==> src/rtl/fetch_pkg.sv <==
// Shared types and sizing for the instruction-fetch controller.
package fetch_pkg;

    typedef enum logic [1:0] {
        IDLE  = 2'd0,
        RUN   = 2'd1,
        DRAIN = 2'd2
    } fetch_state_t;

    localparam int FIFO_DEPTH  = 2;
    localparam int CNT_W       = $clog2(FIFO_DEPTH + 1);
    localparam int IMEM_ADDR_W = 5;
    localparam int INSTR_W     = 32;

    typedef struct packed {
        logic [IMEM_ADDR_W-1:0] pc;
        logic [INSTR_W-1:0]     data;
    } fetch_entry_t;

endpackage

==> src/rtl/fetch_fifo.sv <==
// Two-entry skid FIFO with synchronous flush and same-cycle push/pop.
module fetch_fifo
    import fetch_pkg::*;
#(
    parameter type entry_t = fetch_entry_t
) (
    input  logic             clk,
    input  logic             rst_n,
    input  logic             i_flush,
    input  logic             i_push,
    input  entry_t           i_data,
    input  logic             i_pop,
    output entry_t           o_head,
    output logic [CNT_W-1:0] o_count
);

    // Single-bit pointers: the depth is fixed at two entries.
    entry_t           r_mem [FIFO_DEPTH];
    logic             r_wr_ptr;
    logic             r_rd_ptr;
    logic [CNT_W-1:0] r_count;

    logic w_full;
    logic w_do_push;
    logic w_do_pop;

    assign w_full    = (r_count == CNT_W'(FIFO_DEPTH));
    assign w_do_pop  = i_pop && (r_count != '0);
    assign w_do_push = i_push && (!w_full || w_do_pop);

    always_ff @(posedge clk or negedge rst_n) begin
        if (!rst_n) begin
            r_wr_ptr <= 1'b0;
            r_rd_ptr <= 1'b0;
            r_count  <= '0;
        end else if (i_flush) begin
            r_wr_ptr <= 1'b0;
            r_rd_ptr <= 1'b0;
            r_count  <= '0;
        end else begin
            if (w_do_push) r_wr_ptr <= ~r_wr_ptr;
            if (w_do_pop)  r_rd_ptr <= ~r_rd_ptr;
            r_count <= r_count + CNT_W'(w_do_push) - CNT_W'(w_do_pop);
        end
    end

    always_ff @(posedge clk) begin
        if (w_do_push && !i_flush) r_mem[r_wr_ptr] <= i_data;
    end

    assign o_head  = r_mem[r_rd_ptr];
    assign o_count = r_count;

    a_no_overflow: assert property (@(posedge clk) disable iff (!rst_n)
        !(i_push && !i_flush && w_full && !i_pop));

endmodule

==> src/rtl/imem_fetch_ctrl.sv <==
// Fetch controller: owns the PC, issues one imem read per cycle, buffers
// returned words and hands them to decode over valid/ready.
module imem_fetch_ctrl
    import fetch_pkg::*;
#(
    parameter int                ADDR_W   = 5,
    parameter int                DATA_W   = 32,
    parameter logic [ADDR_W-1:0] RESET_PC = '0
) (
    input  logic              clk,
    input  logic              rst_n,
    input  logic              fetch_en,
    output logic [ADDR_W-1:0] imem_addr,
    input  logic [DATA_W-1:0] imem_data,
    input  logic              redirect_valid,
    input  logic [ADDR_W-1:0] redirect_addr,
    output logic              instr_valid,
    input  logic              instr_ready,
    output logic [DATA_W-1:0] instr_data,
    output logic [ADDR_W+1:0] instr_pc
);

    typedef struct packed {
        logic [ADDR_W-1:0] pc;
        logic [DATA_W-1:0] data;
    } entry_t;

    fetch_state_t      r_state;
    fetch_state_t      w_state_nxt;
    logic [ADDR_W-1:0] r_pc;
    logic [ADDR_W-1:0] r_issue_pc;
    logic              r_inflight;
    logic              r_inflight_epoch;
    logic              r_epoch;

    logic              w_pop;
    logic              w_push;
    logic              w_issue;
    logic              w_room;
    logic              w_valid;
    logic [CNT_W-1:0]  w_count;
    logic [CNT_W:0]    w_occ;
    entry_t            w_push_entry;
    entry_t            w_head;

    assign w_valid = (w_count != '0);
    assign w_pop   = w_valid && instr_ready;

    // Occupancy once this cycle's response lands and any pop leaves.
    assign w_occ   = {1'b0, w_count} + (CNT_W+1)'(r_inflight) - (CNT_W+1)'(w_pop);
    assign w_room  = (w_occ < (CNT_W+1)'(FIFO_DEPTH));
    assign w_issue = (r_state == RUN) && fetch_en && !redirect_valid && w_room;

    assign w_push       = r_inflight && (r_inflight_epoch == r_epoch) && !redirect_valid;
    assign w_push_entry = '{pc: r_issue_pc, data: imem_data};

    always_comb begin
        w_state_nxt = r_state;
        unique case (r_state)
            IDLE:    if (fetch_en) w_state_nxt = RUN;
            RUN:     if (!fetch_en) w_state_nxt = r_inflight ? DRAIN : IDLE;
            DRAIN:   w_state_nxt = fetch_en ? RUN : IDLE;
            default: w_state_nxt = IDLE;
        endcase
    end

    always_ff @(posedge clk or negedge rst_n) begin
        if (!rst_n) begin
            r_state          <= IDLE;
            r_pc             <= RESET_PC;
            r_issue_pc       <= '0;
            r_inflight       <= 1'b0;
            r_inflight_epoch <= 1'b0;
            r_epoch          <= 1'b0;
        end else begin
            r_state    <= w_state_nxt;
            r_inflight <= w_issue;
            if (w_issue) begin
                r_issue_pc       <= r_pc;
                r_inflight_epoch <= r_epoch;
            end
            if (redirect_valid) begin
                r_pc    <= redirect_addr;
                r_epoch <= ~r_epoch;
            end else if (w_issue) begin
                r_pc <= r_pc + 1'b1;
            end
        end
    end

    fetch_fifo #(
        .entry_t (entry_t)
    ) u_fifo (
        .clk     (clk),
        .rst_n   (rst_n),
        .i_flush (redirect_valid),
        .i_push  (w_push),
        .i_data  (w_push_entry),
        .i_pop   (w_pop),
        .o_head  (w_head),
        .o_count (w_count)
    );

    assign imem_addr   = r_pc;
    assign instr_valid = w_valid;
    assign instr_data  = w_valid ? w_head.data : '0;
    assign instr_pc    = w_valid ? {w_head.pc, 2'b00} : '0;

endmodule

==> config.mk <==
export PLATFORM = sky130hd
export DESIGN_NAME = imem_fetch_ctrl
export DESIGN_NICKNAME = d
export VERILOG_FILES = /design/src/rtl/fetch_pkg.sv /design/src/rtl/fetch_fifo.sv /design/src/rtl/imem_fetch_ctrl.sv
export SDC_FILE = /design/constraint.sdc
export NUM_CORES = 1
export LEC_CHECK = 0
export CORE_ASPECT_RATIO = 1.75
export CORE_MARGIN = 8
export CORE_UTILIZATION = 45
export CTS_CLUSTER_DIAMETER = 40
export DETAILED_ROUTE_END_ITERATION = 6
export PLACE_DENSITY = 0.73
export SLEW_MARGIN = 10
export SYNTH_ARGS = -nofsm -noshare
export SYNTH_HDL_FRONTEND = slang
export SYNTH_SLANG_ARGS = --single-unit
export TNS_END_PERCENT = 20
==> constraint.sdc <==
create_clock -name clk -period 5.4 [get_ports clk]
set_clock_uncertainty 0.05 [all_clocks]
set_input_delay 1.08 -clock clk [delete_from_list [all_inputs] [get_ports clk]]
set_output_delay 1.08 -clock clk [all_outputs]
set_load 0.02 [all_outputs]
Word level (Yosys, flattened, before mapping)
Memories as Yosys holds them, arrays and structs flattened.
Index checks and enable logic that the tools add are counted.
- add/sub/neg operators: 5
- magnitude comparators: 1
- eq/ne operators: 6
- mux-type cells: 16
- bitwise gates (word level): 3
- reduce and logical (&&, ||, !) cells: 18
- operators with widths (kind ; number):
    $mux W32 ; 1
    $mux W5 ; 2
    $logic_and A1 B1 Y1 ; 9
    $mux W2 ; 4
    $reduce_bool A2 Y1 ; 4
    $mux W1 ; 7
    $mux W7 ; 1
    $pmux W2 S3 ; 1
    $add A5 B1 Y5 const B ; 1
    $eq A2 B2 Y1 const B ; 2
    $ne A2 B2 Y1 const B ; 2
    $add A2 B1 Y3 ; 1
    $lt A3 B2 Y1 const B ; 1
    $not A1 Y1 ; 3
    $sub A3 B1 Y3 ; 1
    $add A2 B1 Y2 ; 1
    $eq A2 B1 Y1 const B ; 1
    $logic_not A1 Y1 ; 2
    $logic_not A2 Y1 ; 1
    $reduce_and A2 Y1 ; 1
    $sub A2 B1 Y2 ; 1
    $eq A1 B1 Y1 ; 1
    $logic_or A1 B1 Y1 ; 1
- flip-flop bits (word level): 19
- bits in writable memories: 74
- input bits: 42
- output and inout port bits: 45
- logic and storage cells: 59
- memories kept: 1
- memory list (memory ; words ; bits a word ; read ports ; clocked after Yosys merged registers in ; write ports ; RTL line ; source):
    u_fifo.r_mem ; 2 ; 37 ; 1 ; 0 ; 1 ; fetch_fifo.sv:18 ; entry_t r_mem [FIFO_DEPTH];

Longest topological paths before layout
Gate-level depths: netlist (run 1).
- word-level depth: 8
- gate-level depth with buffers: 10
- mapped depth without buffers: 9

Hierarchy
From an unflattened synthesis (run 1), not the netlist that was laid out.
- cells, all modules: 243
- area, all modules: 3973.8 um2
- by module, submodules not included (module ; instances ; cells each ; area each (um2) ; seq. area each (um2)):
    fetch_fifo ; 1 ; 136 ; 2989.1 ; 2322.2
    imem_fetch_ctrl ; 1 ; 107 ; 984.7 ; 375.4

Worst setup path before layout (run 1)
Ideal clock, no wire load.
- path type: input to register
- start point: input port instr_ready
- end point: memory u_fifo.r_mem[0][0] (netlist bit) (enable)
- library setup time: 0.436 ns
- arrival: 3.228 ns
- data required time: 4.914 ns
- slack: 1.686 ns
- cell stages on the path: 3
- path buffers: 0
- cells stage by stage: nor3b_1 -> nor4b_2 -> nor2b_1
- longest elaborated chain between the ends: 7
- RTL lines (element ; RTL line ; source):
    start, declared ; imem_fetch_ctrl.sv:18 ; input logic instr_ready,
    $logic_and A1 B1 Y1 ; imem_fetch_ctrl.sv:47 ; assign w_pop = w_valid && instr_ready;
    $logic_and A1 B1 Y1 ; fetch_fifo.sv:28 ; assign w_do_pop = i_pop && (r_count != '0);
    $logic_or A1 B1 Y1 ; fetch_fifo.sv:29 ; assign w_do_push = i_push && (!w_full || w_do_pop);
    $logic_and A1 B1 Y1 ; fetch_fifo.sv:29 ;
    $logic_and A1 B1 Y1 ; fetch_fifo.sv:48 ; if (w_do_push && !i_flush) r_mem[r_wr_ptr] <= i_data;
    $mux W1 ; fetch_fifo.sv:48 ;
    $mux W1 (implied by the code) ; fetch_fifo.sv:48 ;
    end, declared ; fetch_fifo.sv:18 ;
Every way passes these cells.

Worst setup path after layout (run 1)
- start point: register u_fifo.r_rd_ptr
- end point: output port instr_data[26]
- longest elaborated chain between the ends: 2
- RTL lines (element ; RTL line ; source):
    start, declared ; fetch_fifo.sv:20 ; logic r_rd_ptr;
    start signal, assigned ; fetch_fifo.sv:42 ; if (w_do_pop) r_rd_ptr <= ~r_rd_ptr;
    $mem_v2 Z2 W37 ; n/a ;
    $mux W32 ; imem_fetch_ctrl.sv:106 ; assign instr_data = w_valid ? w_head.data : '0;
    end, declared ; imem_fetch_ctrl.sv:19 ; output logic [DATA_W-1:0] instr_data,
Every way passes these cells.

==> reports/metrics.cfg, run 1 <==
[outcome]
status = completed

[sta]
hold_viol = 0
setup_ws_ns = 1.83
min_period_ns = 3.57
tightest_slew_ns = 1.11
rsz0062_at_grt = no
holdWs_ns = 0.418
setup_violations = 0
min_period_over_period_pct = 66.2
tns_ns = 0
slew_viol_final = 0
slew_headroom_pct = 25.8
fmax_ghz = 0.280

[route]
wl_mm = 7.39
viasPerCell = 5.19
first_pass_iters = 4
drtAntennaViolNets = 0
drt_iter0_drc = 125
vias = 2212
detail_route.wl_per_cell_um = 17.3
drc_errors = 0

[grt]
grt-ovfl-total = 0
grt_use_total_pct = 13.1
grt_pass1_vias = 2276
antenna_found_initial = 0
grt_start_max_net_pins = 39
grt_first_pass_wirelength_mm = 11.6

[synth]
synth_area_um2 = 3780
synthArstFlopShare_pct = 20.4
netlist_instances = 245
avgSynthCellArea_um2 = 15.4
ys_seq_area_share_pct = 71.3
synth_seq_cells = 93
synth_cell_types = 34
synth_top_flop_cell = edfxtp_1
synth_edf_count = 74
ys_warn_count = 0

[clock_network]
cts_max_level = 3
root_buffer = clkbuf_16
ctsResizeCount = 0
hold_buffers = 0
clock_latency_ns = 0.33
cts.sinks = 93
clock_tree.buffer_depth = 2
post-cts-setup-buffers = 0
cts_made_buffers = 9
cts_tree = built
clk_pin_slew_ns = 0.06

[pwr]
power.density_nw_per_um2 = 450
vdd.ir_drop.worst_v = 0.000215
power.leakage_uw = 0.00171

[finish]
drive_above_1_share_pct = 6.89
mostFrequentLayoutCell = clkdlybuf4s50_1
seqCellArea_um2 = 2700
multiInputGateArea_um2 = 1010
layout_common_cells = clkdlybuf4s50_1 (84), edfxtp_1 (74), nor2_1 (41), mux2i_1 (38), dfrtp_1 (18)
antennaDiodeCount = 0
fillers = 654
syn2layout_area_growth_pct = 31.5
nNetsFinal = 376
postLayoutCoreUtil_pct = 60.2

[floorplanning]
io_pins = 87
dieArea_um2 = 11700
die_width_um = 85.3
coreArea_um2 = 8260
initial_core_util_pct = 45.8
die-height_um = 137
rows = 44

[hold_path]
hp-class = flip-flop to flip-flop

[flow_run]
drv_cap = 0

[worst_setup_path]
end_kind = output pin
critPathLaunchType = flip-flop
worstPathRequired_ns = 4.27
crit_fanout = 38
critPathKind = flip-flop to output pin
cp_data_arrival_time_ns = 2.44

[placed_design]
place_congestion = 0.717
io_buffers = 84
dpl_worst_slack_ns = 1.53
dpl.hpwl_mm = 5.09

==> per-layer routing <==
| layer | global-route usage, % | vias up | part of all wire [%] | routed length [um] |
|---|---|---|---|---|
| met5 | 0 | - | 0 | 0 |
| met4 | 7.84 | 0 | 2.7 | 201 |
| met3 | 3.35 | 16 | 4.9 | 361 |
| met2 | 23.4 | 57 | 55 | 4050 |
| met1 | 13.6 | 1080 | 37 | 2770 |
| li1 | - | 1059 | - | - |
==> synthesized netlist by cell type, types with 4 or more instances <==
cell       n  area (um2)
nand2_1    4        15.0
xor2_1     5        43.8
edfxtp_1  74        2220
clkbuf_1   5        18.8
inv_1      5        18.8
mux2_1     6        67.6
dfrtp_1   19         475
ha_1       4        50.1
nand3_1    4        20.0
buf_2      5        25.0
mux2i_1   38         380
o211ai_1   4        30.0
nor2_1    42         158
==> critical path, cell delays in order, from the launching register on <==
cell and delay [ns]:
dfrtp_2 1.10, mux2i_1 0.19, nor2_1 0.18, clkdlybuf4s50_1 0.63
==> final timing paths <==
path                                                  to  depth (start not counted)  slack, ns                   startpoint
max reg2reg                    r_issue_pc[1]$_DFFE_PN0P_                          9       2.50  u_fifo.o_count[1]$_DFF_PN0_
max                                       instr_data[26]                          3       1.83  u_fifo.r_rd_ptr$_DFFE_PN0P_
min reg2reg                u_fifo.r_mem[1][36]$_DFFE_PP_                          0       0.42    r_issue_pc[4]$_DFFE_PN0P_
min in group asynchronous         r_state[1]$_DFFE_PN0P_                          1       1.20                        rst_n
min                        u_fifo.r_mem[1][36]$_DFFE_PP_                          0       0.42    r_issue_pc[4]$_DFFE_PN0P_
max in group asynchronous    u_fifo.r_rd_ptr$_DFFE_PN0P_                          1       3.51                        rst_n
==> through the flow <==
stage | power, uW | cell area, um2 | instances
final | 2240 | 4970 | 426
after global routing | 2350 | 4970 | 426
after CTS | 2270 | 4970 | 426
after detailed placement | 1690 | 4690 | 410
after global placement | 1670 | 4690 | 410
after floorplan | 1380 | 3780 | 246
==> cell families (layout without fill, tap and decap cells) <==
kind of cell               count (synthesis)  in the layout  synth area share (%)
buffers and inverters                     19            107                  2.45
and+or+nand+nor                           67             67                  9.23
DFF                                       93             93                  71.3
xor gates and xnor gates                   5              5                  1.16
adders and majority gates                  5              5                  1.85
muxes                                     44             44                  11.8
AOI/OAI and AO/OA                         11             11                  2.02
other                                      1              2                0.0992
==> final cells by class <==
cell class	instances	area share (%)
clock buffers	15	5.58
clock inverters	1	0.101
inverters	6	0.453
multi-input cells	134	20.2
flip-flops and latches	93	54.3
well taps	92	2.31
repair buffers	85	17.1
==> report_power, final <==
part	internal, uW	switching (uW)	total [uW]
clock	349	233	583
combinational	337	348	685
sequential	859	110	969
total	1550	691	2240
==> sequential cells by signal, indices dropped and copies added (netlist names) <==
name and cells:
u_fifo.r_mem 74, imem_addr 5, r_issue_pc 5, r_state 2
u_fifo.o_count 2, r_epoch 1, r_inflight 1, r_inflight_epoch 1
u_fifo.r_rd_ptr 1, u_fifo.r_wr_ptr 1
Note: power is estimated with default switching activity, not from simulation.
==> run 2, diff against run 1 <==
==> constraint.sdc (replaced) <==
create_clock -name clk -period 3.6 [get_ports clk]
set_clock_uncertainty 0.05 [all_clocks]
set_input_delay 0.72 -clock clk [delete_from_list [all_inputs] [get_ports clk]]
set_output_delay 0.72 -clock clk [all_outputs]
set_load 0.02 [all_outputs]
==> reports/metrics.cfg, run 2 (synthesis gave the netlist of run 1 again) <==
[outcome]
status = completed  ; unchanged

[placed_design]
io_buffers = 84  ; unchanged
place_congestion = 0.724  ; was 0.717
dpl.hpwl_mm = 5.38  ; was 5.09 mm
dp.cells = 416  ; was 410

[sta]
rsz0062_at_grt = no  ; unchanged
slew_viol_final = 0  ; unchanged
tns_ns = 0  ; unchanged
tightest_slew_ns = 0.826  ; was 1.11 ns
fmax_ghz = 0.320
slew_headroom_pct = 44.7  ; was 25.8%
holdWs_ns = 0.417  ; was 0.418 ns
setup_violations = 0  ; unchanged
min_period_ns = 3.12
hold_viol = 0  ; unchanged
min_period_over_period_pct = 86.8

[worst_setup_path]
critPathKind = input port to flip-flop  ; was flip-flop to output pin
worstPathRequired_ns = 3.76  ; was 4.27 ns
crit_top_cell = inv_1
crit_fanout = 11  ; was 38
end_kind = flip-flop  ; was output pin
critPathLaunchType = input port  ; was flip-flop
reg2reg_depth = 9  ; unchanged
endpoint = r_issue_pc[2]$_DFFE_PN0P_  ; was instr_data[26]
crit_path_max_incr_delay_ns = 0.54  ; was 1.10 ns
critical_path.startpoint = instr_ready  ; was u_fifo.r_rd_ptr$_DFFE_PN0P_
cp_data_arrival_time_ns = 3.28  ; was 2.44 ns
r2r_start = u_fifo.o_count[1]$_DFF_PN0_  ; unchanged
crit_chain = clkdlybuf4s50_1 > o21ai_1 > inv_1 > ha_1 > inv_1 > nand2_1 > fa_1 > nand4b_4 > nor3_4 > mux2_1  ; was mux2i_1 > nor2_1 > clkdlybuf4s50_1
reg2reg_to = r_issue_pc[2]$_DFFE_PN0P_  ; was r_issue_pc[1]$_DFFE_PN0P_
cpMaxStageDelayCell = fa_1  ; was dfrtp_2
reg2reg_slack_ns = 0.71  ; was 2.50 ns

[floorplanning]
die_width_um = 85.3  ; unchanged
rows = 44  ; unchanged
initial_core_util_pct = 45.8  ; unchanged
coreArea_um2 = 8260  ; unchanged
die-height_um = 137  ; unchanged
dieArea_um2 = 11700  ; unchanged
io_pins = 87  ; unchanged

[grt]
grt_use_total_pct = 12.9  ; was 13.1%
antenna_found_initial = 0  ; unchanged
grt_pass1_vias = 2311  ; was 2276
grt-ovfl-total = 0  ; unchanged
grt_first_pass_wirelength_mm = 11.3  ; was 11.6 mm
grt_start_max_net_pins = 39  ; unchanged

[route]
drt_iter0_drc = 46  ; was 125
vias = 2212  ; unchanged
viasPerCell = 5.14  ; was 5.19
wl_met3_um = 333  ; was 361 um
wl_mm = 7.42  ; was 7.39 mm
wl_met1_mm = 2.70  ; was 2.77 mm
detail_route.wl_per_cell_um = 17.3  ; about the same
first_pass_iters = 4  ; unchanged
highest_layer = met4  ; unchanged
drc_errors = 0  ; unchanged
drtAntennaViolNets = 0  ; unchanged
wl_met2_mm = 4.13  ; was 4.05 mm

[flow_run]
drv_cap = 0  ; unchanged

[clock_network]
clock_latency_ns = 0.33  ; about the same
cts_tree = built  ; unchanged
root_buffer = clkbuf_16  ; unchanged
cts.sinks = 93  ; unchanged
clock_tree.buffer_depth = 2  ; unchanged
post-cts-setup-buffers = 0  ; unchanged
clk_pin_slew_ns = 0.06  ; about the same
cts_max_level = 3  ; unchanged
cts_made_buffers = 9  ; unchanged
hold_buffers = 0  ; unchanged
ctsResizeCount = 0  ; unchanged

[finish]
postLayoutCoreUtil_pct = 60.9  ; was 60.2%
antennaDiodeCount = 0  ; unchanged
largest_reg_flops = 74  ; unchanged
syn2layout_area_growth_pct = 33.1  ; was 31.5%
nNetsFinal = 382  ; was 376
drive_above_1_share_pct = 7.99  ; was 6.89%
mostFrequentLayoutCell = clkdlybuf4s50_1  ; unchanged
layout_common_cells = clkdlybuf4s50_1 (84), edfxtp_1 (74), nor2_1 (41), mux2i_1 (38), dfrtp_1 (18)  ; unchanged
largest_register = u_fifo.r_mem  ; unchanged
instances_no_fill = 430  ; was 426

[pwr]
power.leakage_uw = 0.00173  ; was 0.00171 uW
vdd.ir_drop.worst_v = 0.000316  ; was 0.000215 V
power.density_nw_per_um2 = 659  ; was 450 nW/um2
finalPower_uw = 3310  ; was 2240 uW

[hold_path]
hp-class = flip-flop to flip-flop  ; unchanged

run 2: changes by cell type in the layout (fill, tap and decap cells not counted), sizes merged:
cell	delta
buf	+6
clkbuf	-5
clkinv	+3
run 2: critical path: cells and delay by family:
| family | cells | cell delay, ns |
|---|---|---|
| and+or+nand+nor | 3 | 0.66 |
| AOI/OAI and AO/OA | 1 | 0.13 |
| buffers and inverters | 3 | 0.59 |
| muxes | 1 | 0.37 |
| adders and majority gates | 2 | 0.81 |
run 2: cell type report:
class                      instances  area [um2]
timing repair buffer              91         943
clock buffer                      10         229
fill                             651        3230
multi-input combinational        134        1010
inverter                           6        22.5
clock inverter                     4        17.5
sequential                        93        2700
tap                               92         115
run 2: worst min path at each step:
stage / from / endpoint / slack [ns] / cells after the start
after floorplan: rst_n / imem_addr[0]$_DFFE_PN0P_ / 0.37 / 0
after global placement: r_issue_pc[1]$_DFFE_PN0P_ / u_fifo.r_mem[1][33]$_DFFE_PP_ / 0.40 / 0
after detailed placement: r_issue_pc[4]$_DFFE_PN0P_ / u_fifo.r_mem[1][36]$_DFFE_PP_ / 0.40 / 0
after CTS: r_issue_pc[4]$_DFFE_PN0P_ / u_fifo.r_mem[1][36]$_DFFE_PP_ / 0.42 / 0
after global routing: r_issue_pc[3]$_DFFE_PN0P_ / u_fifo.r_mem[1][35]$_DFFE_PP_ / 0.44 / 0
final: r_issue_pc[4]$_DFFE_PN0P_ / u_fifo.r_mem[1][36]$_DFFE_PP_ / 0.42 / 0
run 2: metal layers:
metal	GRT usage, %	vias up
li1	-	1068
met1	11.9	1070
met2	24.4	58
met3	2.99	16
met4	8.73	0
met5	0	-
run 2: through the flow:
step / area [um2] / setup slack [ns]
3_3_place_gp: 4790 / 0.207
4_1_cts: 5030 / 0.465
6_report: 5030 / 0.475
3_5_place_dp: 4790 / 0.126
5_1_grt: 5030 / 0.305
2_1_floorplan: 3780 / 0.246
run 2: where the power goes:
group / switching, uW / internal, uW / leakage, uW / total, uW
clock: 343 / 452 / 0.000123 / 796
combinational: 572 / 533 / 0.000711 / 1110
sequential: 125 / 1290 / 0.000899 / 1410
total: 1040 / 2270 / 0.00173 / 3310
==> run 3, diff against run 2 <==
--- a/config.mk
+++ b/config.mk
@@ -11,7 +11,6 @@
 export CTS_CLUSTER_DIAMETER = 40
 export DETAILED_ROUTE_END_ITERATION = 6
 export PLACE_DENSITY = 0.73
-export SLEW_MARGIN = 10
 export SYNTH_ARGS = -nofsm -noshare
 export SYNTH_HDL_FRONTEND = slang
 export SYNTH_SLANG_ARGS = --single-unit
==> results of run 3 <==
No change in the layout: final DEF, timing and power equal those of run 2.
==> RTL edit, RTL diff (config.mk and constraints of run 3) <==
`DATA_W`: 32 -> 16.
--- a/src/rtl/imem_fetch_ctrl.sv
+++ b/src/rtl/imem_fetch_ctrl.sv
@@ -5,5 +5,5 @@
 #(
     parameter int                ADDR_W   = 5,
-    parameter int                DATA_W   = 32,
+    parameter int                DATA_W   = 16,
     parameter logic [ADDR_W-1:0] RESET_PC = '0
 ) (
Ports: changed (resized imem_data and instr_data); port bits go from 87 to 55. No check against the original RTL was run, so the function may have changed too.
==> RTL edit against run 3 <==
Die area down 27%. First-iteration DRC count up 52%. Largest power group unchanged. Hold slack worse by 0.0018 ns. Total power down 32%. Area after synthesis down 32%. Routed wire length down 35%. Global-route usage down 0.44 points. Setup slack better by 0.0071 ns. Design area down 33%. Sequential cell count down 32.
==> RTL edit: results (changes against run 3) <==
Yosys warnings 0 (unchanged); largest register by flop count u_fifo.r_mem (unchanged); Post-synth EDFFs 42 (was 74); post-route ant nets 0 (unchanged); WL final 4.81 mm (was 7.42 mm); largest net degree at the start of global routing 23 (was 39); Hold EP u_fifo.r_mem[1][20]$_DFFE_PP_ (was u_fifo.r_mem[1][36]$_DFFE_PP_); Max rail drop VDD 0.000368 V (was 0.000316 V); quantity of gates resized following cts 0 (unchanged); CTS max path bufs 2 (unchanged); Ant. Diodes 0 (unchanged); Crit Path Max Fanout 11 (unchanged); Main synth FF type edfxtp_1 (unchanged); Post CTS Setup Buffer Count 0 (unchanged); GP Congestion 0.754 (was 0.724); CTS Buf Count 9 (unchanged); Seq/Total Area, Yosys 67.2% (was 71.3%); clock root buffer clkbuf_8 (was clkbuf_16); DR pass1 iterations 4 (unchanged); Largest register FFs 42 (was 74); Hold WC Path Type flop to flop (unchanged); min-delay src r_issue_pc[4]$_DFFE_PN0P_ (unchanged); status finished clean (unchanged); crit path DAT 3.27 ns (was 3.28 ns); P_leak 1.21 nW (was 1.73 nW); hpwl dp 3.42 mm (was 5.38 mm); nets 268 (was 382); Clk Latency, worst-skew pair approximately 0.32 ns; first-pass GRT wire length 7.86 mm (was 11.3 mm); pins over their slew limit 0 (unchanged); top cells by area, synth edfxtp_1, dfrtp_1, mux2i_1 (unchanged); reg2reg path depth 9 (unchanged); DR vias 1,564 (was 2,212); Async SR Flop Fraction 31.1% (was 20.4%); starting DRC count in detailed routing 70 (was 46); synth cell count leaders edfxtp_1, nor2_1, mux2i_1, dfrtp_1, mux2_1 (unchanged); max_cap viols 0 (unchanged); PortBufs 52 (was 84); switching share of power 31.9% (was 31.4%); vias in the first global route 1,646 (was 2,311); ratio of cells with drive above 1 in the final layout 9.92% (was 7.99%); initial antenna violation count 0 (unchanged); slew margin rel. 44.1% (was 44.7%); worst hold path cell count 0 (unchanged); pre-CTS WS 0.144 ns (was 0.126 ns); synth unique cells 34 (unchanged); clk slew on worst S/H paths 0.06 ns (about the same); r2r startpoint u_fifo.o_count[1]$_DFF_PN0_ (unchanged); flop2flop setup slack 0.72 ns; RR Endpoint r_issue_pc[4]$_DFFE_PN0P_ (was r_issue_pc[2]$_DFFE_PN0P_); total routing usage reported by global routing 12.5% (was 12.9%)
RTL edit: cell types whose count changed in the layout (fill, tap and decap cells not counted), moves of 4 or more:
cell,delta
edfxtp_1,-32
clkdlybuf4s50_1,-32
nor2_1,-16
clkbuf_8,+9
mux2i_1,-16
clkbuf_16,-9
buf_12,-4
clkbuf_1,+4
RTL edit: logic make-up after synthesis:
| group | count (synthesis) | synth area share (%) |
|---|---|---|
| and+or+nand+nor | 51 | 11.2 |
| other | 1 | 0.145 |
| adders and majority gates | 5 | 2.71 |
| xor gates and xnor gates | 5 | 1.69 |
| buffers and inverters | 16 | 3.05 |
| AOI/OAI and AO/OA | 11 | 2.95 |
| muxes | 28 | 11.1 |
| DFF | 61 | 67.2 |
RTL edit: power by group through the flow:
stage,Clock [mW],Sequential [mW],Combinational [mW]
6_report,0.547,0.943,0.760
3_3_place_gp,0,0.951,0.761
2_1_floorplan,0,0.945,0.484
3_5_place_dp,0,0.957,0.773
5_1_grt,0.596,0.956,0.826
4_1_cts,0.562,0.943,0.776
RTL edit: worst max-delay path by stage:
stage | start | slack, ns | cells past startpoint | endpoint
2_1_floorplan | instr_ready | 0.75 | 10 | imem_addr[4]$_DFFE_PN0P_
3_3_place_gp | instr_ready | 0.23 | 10 | r_issue_pc[2]$_DFFE_PN0P_
3_5_place_dp | instr_ready | 0.14 | 10 | r_issue_pc[3]$_DFFE_PN0P_
4_1_cts | instr_ready | 0.49 | 10 | r_issue_pc[3]$_DFFE_PN0P_
5_1_grt | instr_ready | 0.31 | 10 | r_issue_pc[2]$_DFFE_PN0P_
6_report | instr_ready | 0.48 | 10 | r_issue_pc[4]$_DFFE_PN0P_
RTL edit: per-stage QoR:
step,instances,util (%),instance area [µm²],hold WS (ns)
3_3_place_gp,302,57.6,3190,0.398
2_1_floorplan,179,-,2590,0.374
4_1_cts,318,60.8,3370,0.419
5_1_grt,318,60.8,3370,0.431
3_5_place_dp,302,57.6,3190,0.410
6_report,318,60.8,3370,0.415
RTL edit: metal layers:
layer	vias to the layer above	share of wire [%]	track usage, %
met5	-	0	0
met4	0	1.3	6.85
met3	5	4.8	3.87
met2	41	55	22.5
met1	760	39	12.1
li1	758	-	-
RTL edit: critical path, cell delays in order:
cell	delay, ns
clkdlybuf4s50_1	0.42
o21ai_1	0.12
inv_1	0.09
ha_1	0.27
inv_1	0.08
nand2_1	0.08
fa_1	0.39
xor2_1	0.63
nor3_4	0.14
mux2_1	0.35
RTL edit: area by class of cell:
cell class	instances	area, µm²
clock inverter	2	35.0
tap	76	95.1
inverter	6	22.5
timing repair buffer	57	558
fill	446	2170
sequential	61	1740
clock buffer	14	143
multi-input combinational	102	779
